## config.mk

```make
export PLATFORM = sky130hd
export DESIGN_NAME = cp0_exc_unit_flat
export DESIGN_NICKNAME = d
export VERILOG_FILES = /design/src/rtl/cpu_defs_pkg.sv /design/src/rtl/cp0_exc_unit_if.sv /design/src/rtl/cp0_req_arbiter.sv /design/src/rtl/cp0_exc_unit.sv /design/src/flat_wrapper.sv
export SDC_FILE = /design/constraint.sdc
export NUM_CORES = 1
export LEC_CHECK = 0
export ABC_AREA = 0
export CAP_MARGIN = 0
export CORE_MARGIN = 2
export CORE_UTILIZATION = 44
export CTS_CLUSTER_SIZE = 16
export DETAILED_ROUTE_END_ITERATION = 10
export GPL_TIMING_DRIVEN = 0
export PLACE_DENSITY = 0.95
export SLEW_MARGIN = 20
export SYNTH_ARGS = -nofsm -noshare
export SYNTH_HDL_FRONTEND = slang
export SYNTH_SLANG_ARGS = --single-unit
```

## constraint.sdc

```tcl
create_clock -name clk -period 4.5 [get_ports clk]
set_input_delay 0.9 -clock clk [delete_from_list [all_inputs] [get_ports clk]]
set_output_delay 0.9 -clock clk [all_outputs]
set_load 0.005 [all_outputs]
```

## src/rtl/cpu_defs_pkg.sv

```systemverilog
// Shared CPU definitions: CP0 register indices, exception codes and
// the SR/Cause field positions used by the exception unit.
package cpu_defs_pkg;

    typedef logic [4:0] cp0_idx_t;
    typedef logic [4:0] exc_code_t;

    localparam cp0_idx_t CP0_SR    = 5'd12;
    localparam cp0_idx_t CP0_CAUSE = 5'd13;
    localparam cp0_idx_t CP0_EPC   = 5'd14;
    localparam cp0_idx_t CP0_PRID  = 5'd15;

    localparam exc_code_t EXC_INT  = 5'd0;
    localparam exc_code_t EXC_ADEL = 5'd4;
    localparam exc_code_t EXC_ADES = 5'd5;
    localparam exc_code_t EXC_RI   = 5'd10;
    localparam exc_code_t EXC_OV   = 5'd12;

    localparam int SR_IE_BIT    = 0;
    localparam int SR_EXL_BIT   = 1;
    localparam int SR_IM_LO     = 10;
    localparam int CAUSE_EXC_LO = 2;
    localparam int CAUSE_IP_LO  = 10;
    localparam int CAUSE_BD_BIT = 31;
    localparam int INT_LINES    = 6;

    localparam logic [31:0] PRID_DEFAULT       = 32'h4D49_5053;
    localparam logic [31:0] HANDLER_PC_DEFAULT = 32'h0000_4180;

endpackage

```

## src/rtl/cp0_exc_unit_if.sv

```systemverilog
// M-stage side of the CP0 exception unit: exception inputs, mtc0/mfc0
// access, eret, and the flush/redirect outputs back to the pipeline.
interface cp0_exc_unit_if;
    import cpu_defs_pkg::*;

    logic [31:0]          pc_in;
    logic                 bd_in;
    exc_code_t            exc_code_in;
    logic [INT_LINES-1:0] hw_int;
    cp0_idx_t             cp0_addr;
    logic [31:0]          cp0_wdata;
    logic                 cp0_we;
    logic                 eret_in;
    logic [31:0]          cp0_rdata;
    logic [31:0]          epc_out;
    logic                 req;
    logic [31:0]          handler_pc;

    modport master (
        output pc_in, bd_in, exc_code_in, hw_int, cp0_addr, cp0_wdata,
               cp0_we, eret_in,
        input  cp0_rdata, epc_out, req, handler_pc
    );

    modport slave (
        input  pc_in, bd_in, exc_code_in, hw_int, cp0_addr, cp0_wdata,
               cp0_we, eret_in,
        output cp0_rdata, epc_out, req, handler_pc
    );

endinterface

```

## src/rtl/cp0_req_arbiter.sv

```systemverilog
// Combinational interrupt/exception arbitration: decides whether the M
// instruction is taken and which ExcCode gets recorded in Cause.
module cp0_req_arbiter
    import cpu_defs_pkg::*;
(
    input  logic [INT_LINES-1:0] hw_int,
    input  logic [INT_LINES-1:0] im,
    input  logic                 ie,
    input  logic                 exl,
    input  exc_code_t            exc_code,
    output logic                 req,
    output exc_code_t            rec_code
);

    logic int_req;
    logic exc_req;

    // EXL masks everything: nested exceptions are not supported.
    assign int_req  = (|(hw_int & im)) & ie & ~exl;
    assign exc_req  = (exc_code != EXC_INT) & ~exl;
    assign req      = int_req | exc_req;
    assign rec_code = int_req ? EXC_INT : exc_code;

endmodule

```

## src/rtl/cp0_exc_unit.sv

```systemverilog
// Coprocessor-0 exception/interrupt receiver at the M stage: holds SR,
// Cause and EPC, raises the flush request and services mtc0/mfc0/eret.
module cp0_exc_unit
    import cpu_defs_pkg::*;
#(
    parameter logic [31:0] PRID       = PRID_DEFAULT,
    parameter logic [31:0] HANDLER_PC = HANDLER_PC_DEFAULT
) (
    input  logic          clk,
    input  logic          reset,
    cp0_exc_unit_if.slave bus
);

    logic [INT_LINES-1:0] sr_im;
    logic                 sr_exl;
    logic                 sr_ie;
    logic                 cause_bd;
    logic [INT_LINES-1:0] cause_ip;
    exc_code_t            cause_exc;
    logic [31:0]          epc_q;

    logic                 req;
    exc_code_t            rec_code;
    logic [31:0]          epc_next;
    logic [31:0]          sr_word;
    logic [31:0]          cause_word;

    cp0_req_arbiter u_arb (
        .hw_int   (bus.hw_int),
        .im       (sr_im),
        .ie       (sr_ie),
        .exl      (sr_exl),
        .exc_code (bus.exc_code_in),
        .req      (req),
        .rec_code (rec_code)
    );

    // A delay-slot instruction restarts at its branch.
    assign epc_next = (bus.bd_in ? bus.pc_in - 32'd4 : bus.pc_in) & ~32'd3;

    always_ff @(posedge clk) begin
        if (!reset) begin
            sr_im     <= '0;
            sr_exl    <= 1'b0;
            sr_ie     <= 1'b0;
            cause_bd  <= 1'b0;
            cause_ip  <= '0;
            cause_exc <= '0;
            epc_q     <= '0;
        end else begin
            cause_ip <= bus.hw_int;
            if (req) begin
                sr_exl    <= 1'b1;
                cause_bd  <= bus.bd_in;
                cause_exc <= rec_code;
                epc_q     <= epc_next;
            end else begin
                if (bus.cp0_we) begin
                    case (bus.cp0_addr)
                        CP0_SR: begin
                            sr_im  <= bus.cp0_wdata[SR_IM_LO +: INT_LINES];
                            sr_exl <= bus.cp0_wdata[SR_EXL_BIT];
                            sr_ie  <= bus.cp0_wdata[SR_IE_BIT];
                        end
                        CP0_EPC: epc_q <= bus.cp0_wdata & ~32'd3;
                        default: ;
                    endcase
                end
                // Later assignment wins: eret clears EXL after an mtc0 SR.
                if (bus.eret_in) begin
                    sr_exl <= 1'b0;
                end
            end
        end
    end

    always_comb begin
        sr_word                              = '0;
        sr_word[SR_IM_LO +: INT_LINES]       = sr_im;
        sr_word[SR_EXL_BIT]                  = sr_exl;
        sr_word[SR_IE_BIT]                   = sr_ie;
        cause_word                           = '0;
        cause_word[CAUSE_BD_BIT]             = cause_bd;
        cause_word[CAUSE_IP_LO +: INT_LINES] = cause_ip;
        cause_word[CAUSE_EXC_LO +: 5]        = cause_exc;
    end

    always_comb begin
        bus.cp0_rdata = 32'h0;
        case (bus.cp0_addr)
            CP0_SR:    bus.cp0_rdata = sr_word;
            CP0_CAUSE: bus.cp0_rdata = cause_word;
            CP0_EPC:   bus.cp0_rdata = epc_q;
            CP0_PRID:  bus.cp0_rdata = PRID;
            default:   bus.cp0_rdata = 32'h0;
        endcase
    end

    assign bus.req        = req;
    assign bus.epc_out    = epc_q;
    assign bus.handler_pc = HANDLER_PC;

endmodule

```

## src/flat_wrapper.sv

```systemverilog
// flat-port wrapper written by rule: the top's interface ports become plain ports
module cp0_exc_unit_flat import cpu_defs_pkg::*;
#(
    parameter logic [31:0] PRID       = PRID_DEFAULT,
    parameter logic [31:0] HANDLER_PC = HANDLER_PC_DEFAULT
)
  (clk, reset, bus_pc_in, bus_bd_in, bus_exc_code_in, bus_hw_int, bus_cp0_addr, bus_cp0_wdata, bus_cp0_we, bus_eret_in, bus_cp0_rdata, bus_epc_out, bus_req, bus_handler_pc);
  cp0_exc_unit_if bus_i ();
  input  logic clk;
  input  logic reset;
  input wire logic [$bits(bus_i.pc_in)-1:0] bus_pc_in;
  input wire logic [$bits(bus_i.bd_in)-1:0] bus_bd_in;
  input wire logic [$bits(bus_i.exc_code_in)-1:0] bus_exc_code_in;
  input wire logic [$bits(bus_i.hw_int)-1:0] bus_hw_int;
  input wire logic [$bits(bus_i.cp0_addr)-1:0] bus_cp0_addr;
  input wire logic [$bits(bus_i.cp0_wdata)-1:0] bus_cp0_wdata;
  input wire logic [$bits(bus_i.cp0_we)-1:0] bus_cp0_we;
  input wire logic [$bits(bus_i.eret_in)-1:0] bus_eret_in;
  output wire logic [$bits(bus_i.cp0_rdata)-1:0] bus_cp0_rdata;
  output wire logic [$bits(bus_i.epc_out)-1:0] bus_epc_out;
  output wire logic [$bits(bus_i.req)-1:0] bus_req;
  output wire logic [$bits(bus_i.handler_pc)-1:0] bus_handler_pc;
  assign bus_i.pc_in = bus_pc_in;
  assign bus_i.bd_in = bus_bd_in;
  assign bus_i.exc_code_in = bus_exc_code_in;
  assign bus_i.hw_int = bus_hw_int;
  assign bus_i.cp0_addr = bus_cp0_addr;
  assign bus_i.cp0_wdata = bus_cp0_wdata;
  assign bus_i.cp0_we = bus_cp0_we;
  assign bus_i.eret_in = bus_eret_in;
  assign bus_cp0_rdata = bus_i.cp0_rdata;
  assign bus_epc_out = bus_i.epc_out;
  assign bus_req = bus_i.req;
  assign bus_handler_pc = bus_i.handler_pc;
  cp0_exc_unit #(.PRID(PRID), .HANDLER_PC(HANDLER_PC)) u_core (.clk(clk), .reset(reset), .bus(bus_i));
endmodule
```

# ---- Yosys cells after proc, flatten, opt, wreduce, memory -nomap -nowiden
# Index checks and enable logic that the tools add are counted.
# Widths: inputs -> output; s select.
dict set report word_totals {
  in_bits 85
  out_inout_bits 97
  reg_bits 50
}
dict set report op_classes {
  eq_ne 4
  n_mux 10
  n_reduce_logical 9
  addsub 1
  bitwise_logic 7
}
# cell count
set ops {}
lappend ops {{$mux 32} 4}
lappend ops {{$pmux 32 s4} 1}
lappend ops {{$sub 32x3->32 const B} 1}
lappend ops {{$eq 5x4->1 const B} 4}
lappend ops {{$and 6x6->6} 1}
lappend ops {{$reduce_bool 3->1} 2}
lappend ops {{$reduce_or 6->1} 1}
lappend ops {{$mux 5} 1}
lappend ops {{$reduce_bool 5->1} 1}
lappend ops {{$mux 1} 4}
lappend ops {{$reduce_and 2->1} 2}
lappend ops {{$reduce_bool 2->1} 2}
lappend ops {{$and 1x1->1} 3}
lappend ops {{$reduce_and 3->1} 1}
lappend ops {{$not 1->1} 2}
lappend ops {{$or 1x1->1} 1}

# ---- Depth between registers and ports, before layout
# Gate-level depths: netlist of the first run.
dict set report depth {
  depth_word 7
  ltp_mapped 8
  mapped_depth_nobuf 7
}

# ---- By module
# Synthesis of the first run repeated with hierarchy kept, for this count alone.
dict set report unflattened {
  hier_cells 467
  area_unflattened_um2 3633.5
}
# mod cells_per_inst seq_area_each_um2 instances area_per_inst_um2
set modules_own_cells {}
lappend modules_own_cells {cp0_exc_unit 454 1001.0 1 3530.9}
lappend modules_own_cells {cp0_req_arbiter 13 0.0 1 102.6}

# ---- Worst setup path before layout of the first run
# OpenSTA, ideal clock, no wires.
dict set report synth_timing {
  kind {input-to-output}
  from {in bus_hw_int[3]}
  to {out bus_req}
  path_buffers 2
  path_slack_ps 1556
  cell_stages 6
  arrival_time_ps 2044
  path_cell_list {a22o_1 > o31ai_2 > a21o_1 > buf_4 > inv_2 > buf_2}
}
dict set report synth_via {
  elab_chain_len 5
}
# element line
set synth_rtl {}
lappend synth_rtl {{from (decl)} flat_wrapper.sv:14} ;# input wire logic [$bits(bus_i.hw_int)-1:0] bus_hw_int;
lappend synth_rtl {{$and 6x6->6} cp0_req_arbiter.sv:19} ;# assign int_req = (|(hw_int & im)) & ie & ~exl;
lappend synth_rtl {{$reduce_or 6->1} cp0_req_arbiter.sv:19}
lappend synth_rtl {{$and 1x1->1 (2 in series)} cp0_req_arbiter.sv:19}
lappend synth_rtl {{$or 1x1->1} cp0_req_arbiter.sv:21} ;# assign req = int_req | exc_req;
lappend synth_rtl {{to (decl)} flat_wrapper.sv:21} ;# output wire logic [$bits(bus_i.req)-1:0] bus_req;
# No other way between the ends.

# ---- Worst setup path in the final report of the first run
dict set report layout_timing {
  from {in bus_cp0_addr[2]}
  to {out bus_cp0_rdata[21]}
}
dict set report layout_via {
  elab_chain_len 2
  word_cells_on_any_way 5
  cone_classes {4 x eq/ne; 1 x mux}
}
# element line
set layout_rtl {}
lappend layout_rtl {{from (decl)} flat_wrapper.sv:15} ;# input wire logic [$bits(bus_i.cp0_addr)-1:0] bus_cp0_addr;
lappend layout_rtl {{$eq 5x4->1} cp0_exc_unit.sv:90} ;# case (bus.cp0_addr)
lappend layout_rtl {{$pmux 32 s4 (*)} cp0_exc_unit.sv:90}
lappend layout_rtl {{to (decl)} flat_wrapper.sv:19} ;# output wire logic [$bits(bus_i.cp0_rdata)-1:0] bus_cp0_rdata;
# Every way passes the cells marked *; elsewhere a longest branch is shown, timed or not.

==> results.cfg, run 1 <==
[run_status]
outcome = complete, no violations

[synth]
ys_seq_area_frac = 0.286
synth_top_area_frac = 0.286
avgSynthCellArea_um2 = 8.19
synthTopCellsByArea = dfxtp_1 29%, buf_4 7.5%, mux2i_1 6.9%
ys.flop_type = dfxtp_1
synth_cells = 427
yosysWarnings = 0
ys_ff_latch = 50
synth_area_leader_cell = dfxtp_1
ys_async_sr_fraction = 0
synth_area_um2 = 3500
synth.distinct_cells = 52
synth_edf_count = 0

[drt]
drt_iter0_drc = 124
via_count = 3595
wl_per_cell_um = 15.4
via_per_inst = 5.05
ant_nets = 0
firstDrtPassIters = 4
postRouteWirelength_mm = 10.9
drc_errors = 0

[setup_path]
crit_start = bus_cp0_addr[2]
crit_slowest_cell = clkdlybuf4s50_1
required_ns = 3.60
r2r_setup_slack_ns = 2.34
cp_top_family = buffers and inverters
critPathMaxStageDelay_ns = 0.50
end_kind = output pin
r2r_cells = 8
path_depth = 7
crit_chain = clkdlybuf4s50_1 -> and3b_1 -> nand2_1 -> nor2_1 -> clkbuf_1 -> and2_1 -> clkdlybuf4s50_1
crit_type = input port to output pin
critical_path_buf_inv_count = 3
r2r_start = u_core.sr_im[5]
start_kind = input port
worstPathArrival_ns = 3.36
cp_max_fo = 10
crit_end = bus_cp0_rdata[21]
critPathMostFrequentCell = clkdlybuf4s50_1
r2r-end = u_core.bus.epc_out[30]

[finish]
antennaDiodeCount = 0
seq_area_um2 = 1000
drive_above_1_share = 0.130
nNetsFinal = 695
n_fill_cell = 624
final_core_util = 0.684
multi_input_area_um2 = 2210
syn2layout_area_growth_pct = 51.2

[cts]
ctsResizeCount = 0
clk_pin_slew_ns = 0.09
insertion_delay_ns = 0.31
clk_root_buffer_cell = clkbuf_8
cts_hold_buf = 0
cts_made_buffers = 5
cts_tree = done
clock-sinks = 50
cts_max_level = 2
cts_max_path_buffers = 2
cts_setup_buffers = 0

[pwr]
ir_drop_mv = 0.121
powerDensity_nw_per_um2 = 221
power_w = 0.00117
power_leakage_nw = 2.08

[global_route]
antenna_found_initial = 0
grt_pass1_vias = 3520
grt_overflow_total = 0
grt_pass1_wl_mm = 17.0
track_usage = 0.245
grt_max_degree = 16

[sta]
skew_ns = 0.0116
period_needed_ns = 4.26
rsz0062_at_grt = false
hold_viol_final = 0
hold_ws_ns = 0.471
fmax_ghz = 0.235
report.final.setup_viol = 0
slew_headroom = 0.543
fin_tns_setup_ns = 0
worstMarginPinSlew_ns = 0.686
drv_slew = 0
timing.final.crit_share = 0.948

[placement]
globalplace.congestion = 0.906
hpwl_mm = 8.66
numPortBuffers = 143

[die]
fp-row-count = 32
io_pins = 182
core_area_um2 = 7730
die_area_um2 = 8670
start_util = 0.452
die_w_um = 93.1
die_h_um = 93.1

[min_path]
hold_path_class = register to register

[job]
max-cap-violations = 0
-- cells by family (layout without fill, tap and decap cells) --
| kind of cell | count (synthesis) | count (layout) | share of synthesized area |
|---|---|---|---|
| other | 2 | 34 | 0.00215 |
| adder cells (fa/ha/maj) | 1 | 1 | 0.00358 |
| AO/OA/AOI/OAI | 72 | 72 | 0.164 |
| flip-flops | 50 | 50 | 0.286 |
| AND/OR/NAND/NOR | 180 | 180 | 0.282 |
| multiplexers | 26 | 26 | 0.0752 |
| buffers and inverters | 68 | 219 | 0.116 |
| XOR/XNOR | 28 | 28 | 0.0702 |
-- power breakdown --
| group | total [W] | switching (W) | internal (W) |
|---|---|---|---|
| combinational | 0.000339 | 0.000143 | 0.000197 |
| sequential | 0.000501 | 0.0000253 | 0.000476 |
| clock | 0.000327 | 0.000161 | 0.000166 |
-- Yosys cell counts, types with 2 or more instances --
| cell | instances |
|---|---|
| dfxtp_1 | 50 |
| nand2_1 | 49 |
| nor2_1 | 39 |
| buf_4 | 35 |
| a211oi_1 | 30 |
| mux2i_1 | 24 |
| xnor2_1 | 21 |
| nor2b_1 | 20 |
| and2_1 | 17 |
| clkbuf_1 | 13 |
| buf_2 | 10 |
| a21oi_1 | 9 |
| nand3_1 | 9 |
| and3_1 | 7 |
| xor2_1 | 7 |
| a211oi_2 | 6 |
| nor3_1 | 6 |
| nor4_2 | 6 |
| o211a_1 | 6 |
| or3_1 | 6 |
| inv_1 | 5 |
| a21boi_1 | 4 |
| a22oi_1 | 4 |
| nor4_1 | 4 |
| a22o_1 | 3 |
| buf_1 | 3 |
| nand3b_1 | 3 |
| o21ai_0 | 3 |
| conb_1 | 2 |
| mux2_2 | 2 |
| o221a_2 | 2 |
| or4_4 | 2 |
-- per-layer routing --
layer	up-vias	GRT usage	wire (µm)
met5	-	0	0
met4	0	0.0784	201
met3	18	0.0467	732
met2	154	0.449	5480
met1	1643	0.286	4540
li1	1780	-	-
-- tightest hold or removal path: cells and delay by family, from the launching register on --
family | cells | cell delay (ns)
simple gates | 1 | 0.05
flops | 1 | 0.33
compound gates | 1 | 0.05
-- per-stage QoR --
step                      setup WS (ns)  instance area [µm²]  std cells
after floorplan                    1.56                 3620        459
after global routing             0.0655                 5290        712
final                             0.236                 5290        712
after detailed placement          0.235                 5170        704
after CTS                         0.224                 5290        712
after global placement            0.229                 5170        704
-- how the worst min path moves through the flow --
stage	from	end	slack [ns]	cells after the start
5_1_grt	u_core.cause_exc[1]	u_core.cause_exc[1]	0.49	2
3_3_place_gp	u_core.cause_exc[2]	u_core.cause_exc[2]	0.43	2
3_5_place_dp	u_core.cause_exc[1]	u_core.cause_exc[1]	0.46	2
2_1_floorplan	u_core.cause_exc[2]	u_core.cause_exc[2]	0.43	2
4_1_cts	u_core.cause_exc[1]	u_core.cause_exc[1]	0.47	2
6_report	u_core.cause_exc[1]	u_core.cause_exc[1]	0.47	2
-- area by class of cell --
| type | count | share of cell area |
|---|---|---|
| Multi-Input combinational cell | 341 | 0.418 |
| Timing Repair Buffer | 143 | 0.271 |
| Sequential cell | 50 | 0.189 |
| Buffer | 62 | 0.0727 |
| Tap cell | 102 | 0.0241 |
| Clock buffer | 6 | 0.0137 |
| Clock inverter | 2 | 0.00710 |
| Inverter | 6 | 0.00426 |
-- registers in the layout (all words and copies together) (netlist names) --
name / cells
u_core.cause_bd: 1
u_core.cause_exc: 5
u_core.cause_ip: 6
u_core.sr_im: 6
u_core.sr_exl: 1
u_core.bus.epc_out: 30
u_core.sr_ie: 1
-- layout by cell type (no fill, tap or decap), types with 4 or more instances in the layout --
cell type	count
clkdlybuf4s50_1	143
dfxtp_1	50
nand2_1	49
nor2_1	39
buf_4	35
conb_1	34
a211oi_1	30
mux2i_1	24
xnor2_1	21
nor2b_1	20
and2_1	17
clkbuf_1	14
buf_2	10
a21oi_1	9
nand3_1	9
and3_1	7
xor2_1	7
nor3_1	6
nor4_2	6
a211oi_2	6
or3_1	6
o211a_1	6
inv_1	5
clkbuf_8	5
a22oi_1	4
nor4_1	4
a21boi_1	4
Note: power is estimated with default switching activity, not from simulation.
==> inputs of run 2 (changes only) <==
==> constraint.sdc (replaced) <==
create_clock -name clk -period 5.3 [get_ports clk]
set_input_delay 1.06 -clock clk [delete_from_list [all_inputs] [get_ports clk]]
set_output_delay 1.06 -clock clk [all_outputs]
set_load 0.005 [all_outputs]
==> results of run 2 <==
The final DEF is identical to that of run 1. Status: complete, no violations.
Main changes from that run: setup slack after placement 0.235 ns -> 0.715 ns; setup slack after layout 0.236 ns -> 0.716 ns; register-to-register setup slack 2.34 ns -> 3.14 ns; total power 0.00117 W -> 0.000991 W; worst IR drop on VDD 0.121 mV -> 0.103 mV
